### config.mk
export PLATFORM = sky130hd
export DESIGN_NAME = pwm_array
export DESIGN_NICKNAME = d
export VERILOG_FILES = /design/src/rtl/pwm_array.sv
export SDC_FILE = /design/constraint.sdc
export NUM_CORES = 1
export LEC_CHECK = 0
export CORE_MARGIN = 5
export CORE_UTILIZATION = 23
export CTS_BUF_LIST = sky130_fd_sc_hd__clkbuf_8
export DETAILED_ROUTE_END_ITERATION = 10
export SYNTH_ARGS = -nofsm -noshare
export SYNTH_HDL_FRONTEND = slang
export SYNTH_SLANG_ARGS = --single-unit
### constraint.sdc
create_clock -name sys_clk -period 5.2 [get_ports sys_clk]
set_clock_uncertainty 0.05 [all_clocks]
set_input_delay 1.04 -clock sys_clk [delete_from_list [all_inputs] [get_ports sys_clk]]
set_output_delay 1.04 -clock sys_clk [all_outputs]
set_load 0.02 [all_outputs]
### src/rtl/pwm_array.sv
// Multi-channel PWM generator: per-channel double-buffered {mode,duty,period},
// edge- or center-aligned counting, global in-phase resync.
module pwm_array #(
  parameter int WIDTH    = 8,
  parameter int CHANNELS = 4,
  parameter int SEL_W    = (CHANNELS > 1) ? $clog2(CHANNELS) : 1
) (
  input  logic                  sys_clk,
  input  logic                  reset,
  input  logic                  load,
  input  logic [SEL_W-1:0]      ch_sel,
  input  logic [2*WIDTH:0]      data,
  input  logic                  resync,
  output logic [CHANNELS-1:0]   signal,
  output logic [CHANNELS-1:0]   cycle_start
);

  localparam int CFG_W = 2 * WIDTH + 1;

  genvar gi;
  generate
    for (gi = 0; gi < CHANNELS; gi++) begin : g_ch
      logic [CFG_W-1:0] shadow_reg, shadow_next;
      logic [CFG_W-1:0] active_reg, active_next;
      logic [WIDTH-1:0] cnt_reg, cnt_next;
      logic             dir_reg, dir_next;
      logic             restart_reg;
      logic             signal_reg;
      logic             cycle_start_reg;

      logic             mode;
      logic [WIDTH-1:0] duty;
      logic [WIDTH-1:0] period;
      logic             hit;
      logic             wrap;

      assign {mode, duty, period} = active_reg;

      always_comb begin
        hit         = load && (ch_sel == SEL_W'(gi));
        wrap        = mode ? ((dir_reg && (cnt_reg == '0)) || (period == '0))
                           : (cnt_reg == period);
        shadow_next = hit ? data : shadow_reg;
        active_next = active_reg;
        cnt_next    = cnt_reg;
        dir_next    = dir_reg;
        if (resync) begin
          active_next = shadow_reg;
          cnt_next    = '0;
          dir_next    = 1'b0;
        end else if (wrap) begin
          // A write landing on the wrap edge bypasses the shadow.
          active_next = shadow_next;
          cnt_next    = '0;
          dir_next    = 1'b0;
        end else if (!mode) begin
          cnt_next = cnt_reg + 1'b1;
        end else if (dir_reg) begin
          cnt_next = cnt_reg - 1'b1;
        end else if (cnt_reg == period - 1'b1) begin
          // Peak: hold the count one extra clock while turning around.
          dir_next = 1'b1;
        end else begin
          cnt_next = cnt_reg + 1'b1;
        end
      end

      always_ff @(posedge sys_clk) begin
        if (reset) begin
          shadow_reg      <= '0;
          active_reg      <= '0;
          cnt_reg         <= '0;
          dir_reg         <= 1'b0;
          restart_reg     <= 1'b0;
          signal_reg      <= 1'b0;
          cycle_start_reg <= 1'b0;
        end else begin
          shadow_reg      <= shadow_next;
          active_reg      <= active_next;
          cnt_reg         <= cnt_next;
          dir_reg         <= dir_next;
          restart_reg     <= resync || wrap;
          signal_reg      <= (cnt_reg < duty);
          // Delayed one extra clock so it lines up with signal for phase 0.
          cycle_start_reg <= restart_reg;
        end
      end

      assign signal[gi]      = signal_reg;
      assign cycle_start[gi] = cycle_start_reg;
    end
  endgenerate

endmodule

After elaboration in Yosys (flattened, before gate mapping)

Index checks and enable logic that the tools add are counted.

Bits of input ports: 23
Logic and storage cells: 128
Output and inout port bits: 8
Flip-flop bits (word level): 184

$add $sub $neg: 12
Mux-type cells: 36
$lt $le $gt $ge: 4
Equal/unequal tests: 15
Reduce and logical (&&, ||, !) cells: 33

Operator list:

| cell                                                                   | number |
|---|---|
| 17-bit 2-to-1 mux                                                      | 12 |
| 8-bit 2-to-1 mux                                                       | 12 |
| 8-bit equality test                                                    | 8 |
| 8-bit logical NOT                                                      | 8 |
| 8-bit by 1-bit subtractor with 8-bit output (second input constant)    | 8 |
| 8-bit by 1-bit adder with 8-bit output (second input constant)         | 4 |
| 8-bit less-than comparator                                             | 4 |
| 1-bit 2-to-1 mux                                                       | 12 |
| 3-bit inequality test (second input constant)                          | 4 |
| 3-bit OR reduction                                                     | 4 |
| 1-bit logical AND                                                      | 8 |
| 1-bit logical OR                                                       | 8 |
| 2-bit nonzero test                                                     | 4 |
| 2-bit equality test (second input constant)                            | 2 |
| 2-bit by 1-bit equality test with 1-bit output (second input constant) | 1 |
| 2-bit logical NOT                                                      | 1 |

Logic depth before layout (Yosys ltp)

Gate-level depths: netlist of run 1.

Depth in word-level cells: 6
Gate-level depth with buffers: 11
Mapped depth without buffers: 9

Worst setup path after synthesis of run 1

OpenSTA, ideal clock, no wires.

Path kind: in2reg
From: input port ch_sel[0]
To: register g_ch[0].active_reg[13]
Slack: 2,546 ps
Arrival: 2,533 ps
Required time: 5,079 ps
Stages on the path: 5
Setup time: 71 ps
Buffers on the path: 1
Path through: nor3b_1 > clkbuf_1 > mux2i_1 > a211o_1 > a21oi_1

Cells in the longest elaborated chain, start to end: 5

Ends and longest elaborated chain:

| element              | line | source |
|---|---|---|
| start, declared      | 11   | `input logic [SEL_W-1:0] ch_sel,` |
| 2-bit logical NOT    | 40   | `hit = load && (ch_sel == SEL_W'(gi));` |
| 1-bit logical AND    | 40   |  |
| 17-bit 2-to-1 mux    | 43   | `shadow_next = hit ? data : shadow_reg;` |
| 17-bit 2-to-1 mux    | 51   | `end else if (wrap) begin` |
| 17-bit 2-to-1 mux    | 47   | `if (resync) begin` |
| end signal, assigned | 79   | `active_reg <= active_next;` |
| end, declared        | 24   | `logic [CFG_W-1:0] active_reg, active_next;` |

Every way passes these cells. The select of a mux whose other input is x is not followed.
A chain may end at the register's enable or synchronous reset.

Worst setup path in the final report of run 1

From: register g_ch[1].active_reg[0]
To: register g_ch[1].cnt_reg[4]

Cells in the longest elaborated chain, start to end: 4
Elaborated cells between the ends (all ways): 8
Those cells by class: add/sub: 1; eq/ne: 3; mux: 1; reduce/logical: 3

Ends and longest elaborated chain:

| element                                                                                             | line | source |
|---|---|---|
| start, declared                                                                                     | 24   |  |
| start signal, assigned                                                                              | 79   |  |
| parallel branches: the longest is 4 deep, another holds 8-bit by 1-bit subtractor with 8-bit output | -    |  |
| end signal, assigned                                                                                | 80   | `cnt_reg <= cnt_next;` |
| end, declared                                                                                       | 25   | `logic [WIDTH-1:0] cnt_reg, cnt_next;` |

Several ways; the timed one is not identified.

==> results of run 1 <==
==> Yosys cell counts (17+ instances only) <==
cell type  number
xor2_1         37
o21ai_0        33
nand4_1        17
nor3_1         18
nor4_1         20
ha_1           48
a211o_1        61
nand2_1       113
xnor2_1        27
nor2_1        174
nand3_1        17
dfxtp_1       184
clkbuf_1       63
a21oi_1        96
mux2i_1        62
inv_1          56
==> stage by stage <==
stage | cell area (um^2) | utilization (%) | instances | setup slack [ps] | total power, mW
2_1_floorplan | 10200 | - | 1230 | 2550 | 4.29
3_3_place_gp | 10800 | 24.6 | 1767 | 1860 | 4.67
3_5_place_dp | 10800 | 24.6 | 1767 | 1820 | 4.74
4_1_cts | 11300 | 25.6 | 1799 | 2150 | 5.78
5_1_grt | 11300 | 25.6 | 1799 | 1800 | 6.21
6_report | 11300 | 25.6 | 1800 | 2140 | 5.72
==> kinds of logic after synthesis <==
group / count (synthesis) / synth area share [%]
AO/OA/AOI/OAI: 274 / 18.3
XOR/XNOR: 67 / 6.22
adder cells (fa/ha/maj): 48 / 5.91
buffers and inverters: 147 / 6.25
flip-flops: 184 / 36.3
multiplexers: 63 / 6.25
AND/OR/NAND/NOR: 447 / 20.8
==> worst min path at each step <==
stage	startpoint	endpoint	slack (ps)	cells after the start
after floorplan	g_ch[0].restart_reg	g_ch[0].cycle_start_reg	360	1
after global routing	g_ch[2].shadow_reg[4]	g_ch[2].active_reg[4]	420	1
after global placement	g_ch[2].restart_reg	g_ch[2].cycle_start_reg	380	1
after detailed placement	g_ch[2].restart_reg	g_ch[2].cycle_start_reg	390	1
after CTS	g_ch[2].restart_reg	g_ch[2].cycle_start_reg	410	1
final	g_ch[2].restart_reg	g_ch[2].cycle_start_reg	410	1
==> cell type report <==
type / instances / area (um^2)
flip-flops and latches: 184 / 3680
well taps: 592 / 741
fillers: 4763 / 32700
repair buffers: 36 / 340
diodes: 1 / 2.50
clock inverters: 15 / 193
inverters: 56 / 210
multi-input cells: 899 / 5850
clock buffers: 17 / 234
==> power breakdown <==
group          internal, mW  leakage, nW  switching [mW]
Combinational          1.17         2.61            1.62
Clock                 0.380        0.211           0.638
Sequential             1.65         1.50           0.252
==> routing by layer <==
layer | track usage, % | vias up | part of all wire (%)
met5 | 0 | - | 0
met3 | 1.62 | 31 | 3.4
met4 | 3.58 | 0 | 1.9
met2 | 17.1 | 137 | 46
met1 | 14.4 | 3972 | 49
li1 | - | 4215 | -
==> summary.txt, run 1 <==
======================================================================================================
Count of TritonRoute iterations in the first routing pass                                            5
Minimum clock period after layout                                                              3060 ps
Most used cells in the layout excluding fill and tap cells                                184 x dfxtp_1, 174 x nor2_1, 113 x nand2_1
Cell area after technology mapping                                                          10200 um^2
Number of warnings issued by yosys                                                                   0
Cell leakage power                                                                             4.32 nW
Slew at the pin closest to its max-slew limit                                                  1140 ps
Row count                                                                                           77
Highest fanout seen on the critical path                                                            11
Post-Syn Area per Cell                                                                       8.26 um^2
Via-per-instance ratio                                                                            4.64
Worst hold path type                                                                      flip-flop to flip-flop
Number of synthesized register bits                                                                184
WP depth                                                                                             8
Width of the chip                                                                               220 um
Total number of H-tree levels                                                                        4
Remaining number of nets flagged by the antenna check after routing                                  0
Fraction of the yosys area taken by sequential cells                                             36.3%
Routed WL per cell                                                                             14.1 um
Unrepaired setup endpoints after global routing                                                     no
Setup crit start                                                                          g_ch[1].active_reg[0]
Maximum buffer depth of the clock tree                                                               2
Post-layout nets                                                                                  1265
Cell count after synthesis                                                                        1230
Total die area                                                                              48500 um^2
Initial Util                                                                                     23.1%
Post-synthesis net count                                                                          1301
Largest net degree at the start of global routing                                                   90
Max-cap violation count                                                                              0
Count of clock tree sinks                                                                          184
# DRC                                                                                                0
Overall routed net length                                                                     25300 um
Chain of cells forming the critical path                                                  inv_1, ha_1, nand2b_1, a311o_1, a2111o_1, nor3_1, o21ai_0, a21oi_1
Worst setup endpoint                                                                      g_ch[1].cnt_reg[4]
Number of global-route vias before repair                                                         7924
Core area                                                                                   43900 um^2
Most common cell after layout, fill and taps aside                                             dfxtp_1
Cell type with the highest aggregate area in the netlist                                       dfxtp_1
Clock insertion delay at the later pin of the skew report                                       490 ps
Routed vias                                                                                       8355
Crit-path slowest cell                                                                          nor3_1
Antenna violations before repair                                                                     0
Final weighted congestion of routability-driven global placement                                 0.828
Most used DFF post-synth                                                                       dfxtp_1
Area share of the largest cell type after synthesis                                              36.3%
Setup violations, final                                                                              0
IO Count                                                                                            31
Family with the most delay on the worst path                                              compound AO/OA/AOI/OAI gates
Hold buffers post-CTS                                                                                0
Data required time of the critical path                                                        5560 ps
Class of the most critical setup path                                                     flip-flop to flip-flop
Root cell of the clock tree                                                                   clkbuf_8
Number of max-slew violations in the final report                                                    0
Layout overhead on the synthesized area                                                          10.8%
Async set-or-reset flop fraction in the synthesized netlist                                         0%
Count of flip-flops with a built-in enable after synthesis                                           0
Hold violation total from the final report                                                           0
CTS Buf Count                                                                                       17
Largest stage delay on the critical path                                                        790 ps
R2R Path Start                                                                            g_ch[1].active_reg[0]
Length in cells of the worst reg-to-reg path                                                         8
Data arrival at the endpoint of the critical path                                              3410 ps
Clock transition at the register clock pins on the worst setup and hold paths after CTS         120 ps
Capturing element type of the critical path                                                  flip-flop
Global route total overflow                                                                          0
Register-to-register path setup slack                                                          2140 ps
Layout cells sized above 1                                                                       5.55%
Worst Setup Start Kind                                                                       flip-flop
Fin Setup TNS                                                                                     0 ps
Dpl hpwl                                                                                      17600 um
Relative slew margins                                                                            23.5%
Worst hold margin                                                                               412 ps
Initial DRC Count                                                                                  522
Count of different cell masters after synthesis                                                     70
First-pass GRT wire length                                                                    41300 um
Max Clock Freq                                                                               0.327 GHz
Total routing usage reported by global routing                                                   10.5%
Result of the run                                                                         finished, final reports clean
TritonCTS clock tree                                                                               yes
Maximum ir drop on the vdd rail                                                               0.241 mV
Biggest area contributors in the synthesized netlist                                      dfxtp_1 36%, nor2_1 6.4%, mux2i_1 6.1%
Portion of the clock cycle consumed by the worst path in the final layout                        58.8%
Die span in y                                                                                   220 um
# Post-CTS Setup Buffers                                                                             0
Power density of the placed cells                                                          508 nW/um^2
Cts repair resizes                                                                                   0
Critical path buffer and inverter count                                                              1
Count of port buffers added during placement                                                        30
Worst r2r dst                                                                             g_ch[1].cnt_reg[4]
======================================================================================================
(Power assumes the default switching activity.)
==> run 2, diff against run 1 <==
==> constraint.sdc (replaced) <==
create_clock -name sys_clk -period 2.8 [get_ports sys_clk]
set_clock_uncertainty 0.05 [all_clocks]
set_input_delay 0.56 -clock sys_clk [delete_from_list [all_inputs] [get_ports sys_clk]]
set_output_delay 0.56 -clock sys_clk [all_outputs]
set_load 0.02 [all_outputs]
==> summary.txt, run 2 (same netlist as run 1, synthesis figures left out) <==
======================================================================================================
Slew at the pin closest to its max-slew limit                                                   689 ps
Result of the run                                                                         finished, final reports clean
Count of port buffers added during placement                                                        30
Layout cells sized above 1                                                                       8.15%
Setup crit start                                                                          g_ch[1].active_reg[1]
Count of clock tree sinks                                                                          184
Clock insertion delay at the later pin of the skew report                                       480 ps
Width of the chip                                                                               220 um
Diodes inserted                                                                                      0
Global route total overflow                                                                          0
Maximum ir drop on the vdd rail                                                               0.579 mV
Unrepaired setup endpoints after global routing                                                     no
Count of TritonRoute iterations in the first routing pass                                            5
R2R Path Start                                                                            g_ch[1].active_reg[1]
Largest net degree at the start of global routing                                                  151
Total die area                                                                              48500 um^2
Met1 Use GR                                                                                      14.5%
Non-Filler Instances                                                                              1832
Power density of the placed cells                                                          968 nW/um^2
Cell leakage power                                                                             4.51 nW
Number of cells traversed by the worst hold path                                                     1
Capturing element type of the critical path                                                  flip-flop
Hold Crit Start                                                                           g_ch[2].restart_reg
Data required time of the critical path                                                        3170 ps
Most common cell after layout, fill and taps aside                                             dfxtp_1
TritonCTS clock tree                                                                               yes
Max Clock Freq                                                                               0.405 GHz
Core area                                                                                   43900 um^2
Number of max-slew violations in the final report                                                    0
Max-cap violation count                                                                              0
Data arrival at the endpoint of the critical path                                              2840 ps
Die span in y                                                                                   220 um
Worst Setup Start Kind                                                                       flip-flop
Clock transition at the register clock pins on the worst setup and hold paths after CTS         130 ps
Hold violation total from the final report                                                           0
Routed vias                                                                                       8563
# DRC                                                                                                0
Via-per-instance ratio                                                                            4.67
Root cell of the clock tree                                                                   clkbuf_8
Met3 usage in global routing                                                                     1.63%
Total number of H-tree levels                                                                        4
Final weighted congestion of routability-driven global placement                                 0.820
Setup violations, final                                                                              0
Minimum clock period after layout                                                              2470 ps
Dpl hpwl                                                                                      18200 um
Worst hold path type                                                                      flip-flop to flip-flop
Row count                                                                                           77
Post-layout nets                                                                                  1298
Cell total after placement                                                                        1800
Fin Setup TNS                                                                                     0 ps
Length in cells of the worst reg-to-reg path                                                         9
Class of the most critical setup path                                                     flip-flop to flip-flop
Number of global-route vias before repair                                                         8088
Remaining number of nets flagged by the antenna check after routing                                  0
First-pass GRT wire length                                                                    42100 um
Highest fanout seen on the critical path                                                            11
Total routing usage reported by global routing                                                   10.7%
Relative slew margins                                                                            54.1%
Initial Util                                                                                     23.1%
Portion of the clock cycle consumed by the worst path in the final layout                        88.3%
IO Count                                                                                            31
CTS Buf Count                                                                                       17
Maximum buffer depth of the clock tree                                                               2
Overall routed net length                                                                     25900 um
Initial DRC Count                                                                                  561
Met2 Resource Use GR                                                                             17.5%
Most used cells in the layout excluding fill and tap cells                                184 x dfxtp_1, 174 x nor2_1, 113 x nand2_1
Antenna violations before repair                                                                     0
Peak-usage layer in the global routing report                                                     met2
Routed WL per cell                                                                             14.1 um
Layout overhead on the synthesized area                                                          13.9%
======================================================================================================
-- run 2: changes by cell type in the layout (fill, tap and decap cells not counted), sizes merged --
| cell | change |
|---|---|
| buf | +33 |
| bufinv | +1 |
| clkinv | +2 |
| clkinvlp | -1 |
| diode | -1 |
| inv | -2 |
-- run 2: per-stage QoR --
step / total power, mW / hold slack (ps) / utilization, % / setup slack, ps / cell area [um^2]
after floorplan: 7.96 / 364 / - / 241 / 10200
after global placement: 9.13 / 390 / 25.3 / 304 / 11100
after detailed placement: 9.28 / 387 / 25.3 / 258 / 11100
after CTS: 11.3 / 410 / 26.3 / 295 / 11600
after global routing: 12.2 / 425 / 26.3 / 86.2 / 11600
final: 11.2 / 408 / 26.3 / 329 / 11600
-- run 2: power breakdown --
| part | leakage (nW) | internal (mW) | switching (mW) |
|---|---|---|---|
| combinational | 2.79 | 2.53 | 3.19 |
| clock | 0.224 | 0.795 | 1.20 |
| sequential | 1.50 | 3.07 | 0.419 |
| total | 4.51 | 6.40 | 4.80 |
-- run 2: layout make-up --
cell class	instances	area [um^2]
Clock buffer	17	234
Clock inverter	15	220
Fill cell	4764	32400
Inverter	56	210
Multi-Input combinational cell	899	5860
Sequential cell	184	3680
Tap cell	592	741
Timing Repair Buffer	69	626
-- run 2: what timing repair did --
item	in CTS	in global routing
setup endpoints to repair	0	5
hold buffers	0	0
resized for setup	0	1
buffers inserted	0	0
-- run 2: final timing paths --
kind / endpoint / slack [ps]
max: g_ch[1].cnt_reg[7] / 330
min: g_ch[2].cycle_start_reg / 410
max reg2reg: g_ch[1].cnt_reg[7] / 330
min reg2reg: g_ch[2].cycle_start_reg / 410
-- run 2: layer usage --
| metal | vias to the layer above | wire [um] |
|---|---|---|
| met2 | 172 | 12200 |
| met3 | 23 | 951 |
| met5 | - | 0 |
| li1 | 4278 | - |
| met4 | 0 | 367 |
| met1 | 4090 | 12400 |
-- run 2: worst max-delay path, cell delays in order (launching register included) --
cell and delay, ps:
dfxtp_1 440, inv_1 110, ha_1 280, nand2b_1 190, a311o_1 370, a2111o_1 400, nor3_1 150, buf_4 190
o21ai_0 100, a21oi_1 130
==> run 3, diff against run 2 <==
--- a/config.mk
+++ b/config.mk
@@ -9,6 +9,7 @@
 export CORE_UTILIZATION = 23
 export CTS_BUF_LIST = sky130_fd_sc_hd__clkbuf_8
 export DETAILED_ROUTE_END_ITERATION = 10
+export HOLD_SLACK_MARGIN = 0.06
 export SYNTH_ARGS = -nofsm -noshare
 export SYNTH_HDL_FRONTEND = slang
 export SYNTH_SLANG_ARGS = --single-unit
==> results of run 3 <==
Same layout as run 2: the final DEF is identical, and so are final timing and power.
==> variant 1: new RTL, settings of run 2 <==
Change the parameter `WIDTH` from 8 to 10.
--- a/src/rtl/pwm_array.sv
+++ b/src/rtl/pwm_array.sv
@@ -3,3 +3,3 @@
 module pwm_array #(
-  parameter int WIDTH    = 8,
+  parameter int WIDTH    = 10,
   parameter int CHANNELS = 4,
Interface: changed (resized data); port bits go from 31 to 35. The function was not compared with the original's and may differ.
==> variant 1 against run 2 <==
Worst setup slack got worse by 0.22 ns; wire length rose by 27%; sequential cell count rose by 40; worst hold slack got worse by 0.026 ns; synthesized area rose by 22%; maximum frequency fell by 8.2%; total power rose by 13%; critical path depth did not move; sequential power rose by 14%; design area rose by 25%; sequential share of layout area fell by 0.72 points; largest cell class unchanged; largest power group unchanged.
==> variant 1: results (changes against run 2) <==
Status
  • Status: finished, final reports clean (unchanged)

Clock tree
  • Clk pin slew, worst setup/hold paths: 0.06 ns (was 0.13 ns)
  • Postcts setup bufs: 0 (unchanged)
  • Max clock buf depth: 3 (was 2)
  • Clk Latency, worst-skew pair: 0.57 ns (was 0.48 ns)
  • TritonCTS buffer count: 41 (was 17)
  • CTS root buf: clkbuf_8 (unchanged)
  • H-tree level count: 2 (was 4)

Drt
  • DR vias: 10601 (was 8563)
  • Drt total wl: 33000 µm (was 25900 µm)
  • Initial DRC count: 735 (was 561)
  • Drt first pass iters: 5 (unchanged)

Critical path
  • CP arrival: 3.09 ns (was 2.84 ns)
  • Setup crit start: g_ch[1].active_reg[0] (was g_ch[1].active_reg[1])
  • R2R depth: 9 (unchanged)
  • Worst-path fanout max: 12 (was 11)

Synthesis
  • Largest family of logic cells by synthesized area: simple AND/OR/NAND/NOR gates (unchanged)
  • Synth Area in Compound Gates: 17.6% (was 18.3%)
  • Syn Nets: 1576 (was 1301)
  • Mux contribution to synthesized area: 7.57% (was 6.25%)
  • Sequential fraction of the synthesis area: 36.3% (about the same)
  • EDFF count, synth: 0 (unchanged)
  • Xor and xnor area share after synthesis: 5.29% (was 6.22%)
  • Top FF cell, synth: dfxtp_1 (unchanged)
  • Commonest cells in the synthesized netlist: 224 x dfxtp_1, 175 x nor2_1, 165 x nand2_1 (was 184 x dfxtp_1, 174 x nor2_1, 113 x nand2_1)
  • YS warnings: 0 (unchanged)
  • Post-synthesis adder-cell area fraction: 5.27% (was 5.91%)
  • Top cells by area, synth: dfxtp_1 36%, mux2i_1 7.4%, nor2_1 5.3% (was dfxtp_1 36%, nor2_1 6.4%, mux2i_1 6.1%)
  • Yosys cell types: 78 (was 70)
  • Fraction of registers with async set/reset: 0% (unchanged)

Timing
  • Final WS setup: 0.109 ns (was 0.329 ns)
  • Worst slew pin tran: 0.768 ns (was 0.689 ns)
  • Hold Slack: 0.382 ns (was 0.408 ns)

Hold path
  • Worst hold stages: 1 (unchanged)
  • HP Start: g_ch[1].restart_reg (was g_ch[2].restart_reg)
  • Hold Crit Class: flop to flop (unchanged)

GRT
  • Overall routing resource usage: 11.0% (was 10.7%)
  • Largest net degree at the start of global routing: 171 (was 151)
  • Initial antenna violation count: 1 (was 0)
  • First-pass GRT wire length: 53600 µm (was 42100 µm)
  • Vias in the first global route: 10293 (was 8088)

Place
  • Pre-CTS setup slack: 0.0939 ns (was 0.258 ns)
  • Port buffer count: 34 (was 30)
  • Post-DP HPWL: 22600 µm (was 18200 µm)
  • GP Congestion: 0.863 (was 0.820)

Power
  • P_leak: 5.85 nW (was 4.51 nW)
  • Worst VDD drop: 0.841 mV (was 0.579 mV)
  • Sw Pwr: 4.80 mW (about the same)

Finish
  • Share of layout cells above drive strength 1: 9.80% (was 8.15%)
[variant 1: cell types whose count changed in the layout (fill, tap and decap cells not counted), sizes merged, moves of 11 or more]
cell    change
mux2i      +28
or4        +14
o21ai      +15
dfxtp      +40
inv        +20
nor3       +12
clkbuf     +32
xnor2      -11
buf        +13
nand2      +52
xor2       +19
[variant 1: layer usage]
layer | track usage, % | part of all wire [%]
met5 | 0 | 0
met4 | 3.84 | 2.6
met3 | 2.33 | 4.4
met2 | 18.2 | 47
met1 | 14.2 | 46
[variant 1: logic make-up after synthesis]
kind of cell,after synthesis
AND/OR/NAND/NOR,548
AO/OA/AOI/OAI,324
flip-flops,224
buffers and inverters,183
multiplexers,93
XOR/XNOR,73
adder cells (fa/ha/maj),52
[variant 1: worst max-delay path, stage by stage, from the launching register on]
cell and delay (ns):
dfxtp_1 0.31, inv_1 0.05, ha_2 0.20, or4b_4 0.50
o22ai_1 0.14, o2111ai_1 0.15, or4_4 0.66, o31ai_1 0.27
xor2_1 0.18, nor2_1 0.05
[variant 1: layout make-up]
type                            count  area [µm²]
Tap cell                          688         861
Antenna cell                        1        2.50
Inverter                           69         259
Clock inverter                     23         185
Sequential cell                   224        4490
Clock buffer                       49         674
Fill cell                        5707       38400
Multi-Input combinational cell   1090        7120
Timing Repair Buffer               86         826
[variant 1: what timing repair did]
action / 4_1_cts / 5_1_grt
hold buffers: 0 / 0
endpoints found under the setup margin: 0 / 25
resized for setup: 0 / 8
[variant 1: power groups by stage]
stage / clock network [mW] / registers (mW) / logic (mW)
after CTS: 3.42 / 3.97 / 5.35
after detailed placement: 0 / 4.03 / 5.34
after global placement: 0 / 4.02 / 5.27
after global routing: 3.58 / 4.03 / 5.99
final: 3.31 / 3.97 / 5.35
after floorplan: 0 / 3.88 / 4.06
[variant 1: worst paths after layout]
path                                   to
setup / recovery       g_ch[1].cnt_reg[9]
hold reg to reg   g_ch[1].cycle_start_reg
setup reg to reg       g_ch[1].cnt_reg[9]
hold / removal    g_ch[1].cycle_start_reg
[variant 1: per-stage QoR]
stage               total power, mW  cell area, µm²  util, %  cells
floorplan                      7.93           12300        -   1497
detailed placement             9.37           13500     25.6   2157
global route                   13.6           14400     27.3   2230
global placement               9.29           13500     25.6   2157
CTS                            12.7           14400     27.2   2229
finish                         12.6           14400     27.3   2230
==> variant 2: new RTL, config.mk and constraints of run 2 <==
Without the edit above. Reset style: asynchronous (`reset`), changed in one clocked block.
--- a/src/rtl/pwm_array.sv
+++ b/src/rtl/pwm_array.sv
@@ -67,3 +67,3 @@
 
-      always_ff @(posedge sys_clk) begin
+      always_ff @(posedge sys_clk or posedge reset) begin
         if (reset) begin
Check against the original RTL: differs if reset is asserted again (counterexample within 4 cycles, from zero or initial values and one cycle with reset high); with reset held inactive, the same outputs for 4 cycles.
==> variant 2 against run 2 <==
Design area grew 2.4%; sequential share of layout area grew 7.0 points; worst setup slack lost 0.061 ns; wire length shrank 11%; via count shrank 14%; sequential cell count is the same; synthesized area grew 1.8%; core utilization grew 0.39 points; global-route usage shrank 1.2 points; final cell count shrank 11%.
Power is not compared: it rests on default switching activity, and its combinational part moved more than twofold at a synthesized area within 25%.
==> variant 2: results (changes against run 2) <==
Drt
  • Met3 wire len: 463 µm (was 951 µm)
  • DR vias: 7326 (was 8563)
  • Initial DRC count: 417 (was 561)
  • Wl on met1: 11700 µm (was 12400 µm)
  • DR WL met2: 10600 µm (was 12200 µm)

Critical path
  • Slowest CP cell: or4_4 (was dfxtp_1)
  • RR Endpoint: g_ch[1].cnt_reg[1] (was g_ch[1].cnt_reg[7])
  • Max incr delay on CP: 0.58 ns (was 0.44 ns)
  • Worst reg2reg startpoint: g_ch[1].active_reg[2] (was g_ch[1].active_reg[1])
  • R2R depth: 6 (was 9)

Timing
  • Hold Slack: 0.304 ns (was 0.408 ns)
  • Final WS setup: 0.268 ns (was 0.329 ns)

Synthesis
  • Xor and xnor area share after synthesis: 4.66% (was 6.22%)
  • Post-synthesis adder-cell area fraction: 5.81% (was 5.91%)
  • Sequential fraction of the synthesis area: 44.5% (was 36.3%)
  • Yosys cell types: 64 (was 70)
  • Synth Area in Compound Gates: 12.0% (was 18.3%)

Place
  • Inst Count DP: 1601 (was 1800)
  • Post-DP HPWL: 16600 µm (was 18200 µm)
  • Pre-CTS setup slack: 0.0977 ns (was 0.258 ns)

Hold path
  • Hold EP: g_ch[3].cycle_start_reg (was g_ch[2].cycle_start_reg)

GRT
  • Vias in the first global route: 7446 (was 8088)
  • M1 GR Usage: 13.5% (was 14.5%)
  • Initial antenna violation count: 1 (was 0)
  • Met3 Usage GRT: 1.36% (was 1.63%)
  • Overall routing resource usage: 9.48% (was 10.7%)
  • Largest net degree at the start of global routing: 78 (was 151)
  • M2 GR Usage: 15.1% (was 17.5%)
  • First-pass GRT wire length: 38800 µm (was 42100 µm)

Status
  • Status: finished, final reports clean (unchanged)

Finish
  • Share of layout cells above drive strength 1: 14.8% (was 8.15%)
-- variant 2: changes by cell type after synthesis, moves of 17 or more --
cell	delta
dfrtp_1	+184
dfxtp_1	-184
o21ai_0	-17
clkbuf_1	-32
mux2_2	+75
nand2_1	-83
nor2_1	-72
a211o_1	-59
-- variant 2: worst max-delay path: cells and delay by family, from the launching register on --
| family | cells | cell delay [ns] |
|---|---|---|
| flops | 1 | 0.45 |
| simple gates | 2 | 0.96 |
| compound gates | 4 | 1.00 |
-- variant 2: area by class of cell --
class	count	area [µm²]
Multi-Input combinational cell	704	5300
Inverter	63	240
Sequential cell	184	4600
Tap cell	592	741
Timing Repair Buffer	58	558
Fill cell	4720	32500
Clock buffer	18	248
Clock inverter	14	151
Antenna cell	1	2.50
-- variant 2: report_power, final --
part | total (mW) | internal (mW) | switching (mW)
Combinational | 1.51 | 0.722 | 0.784
Sequential | 3.43 | 3.06 | 0.368
Clock | 1.82 | 0.822 | 0.996
Total | 6.75 | 4.60 | 2.15
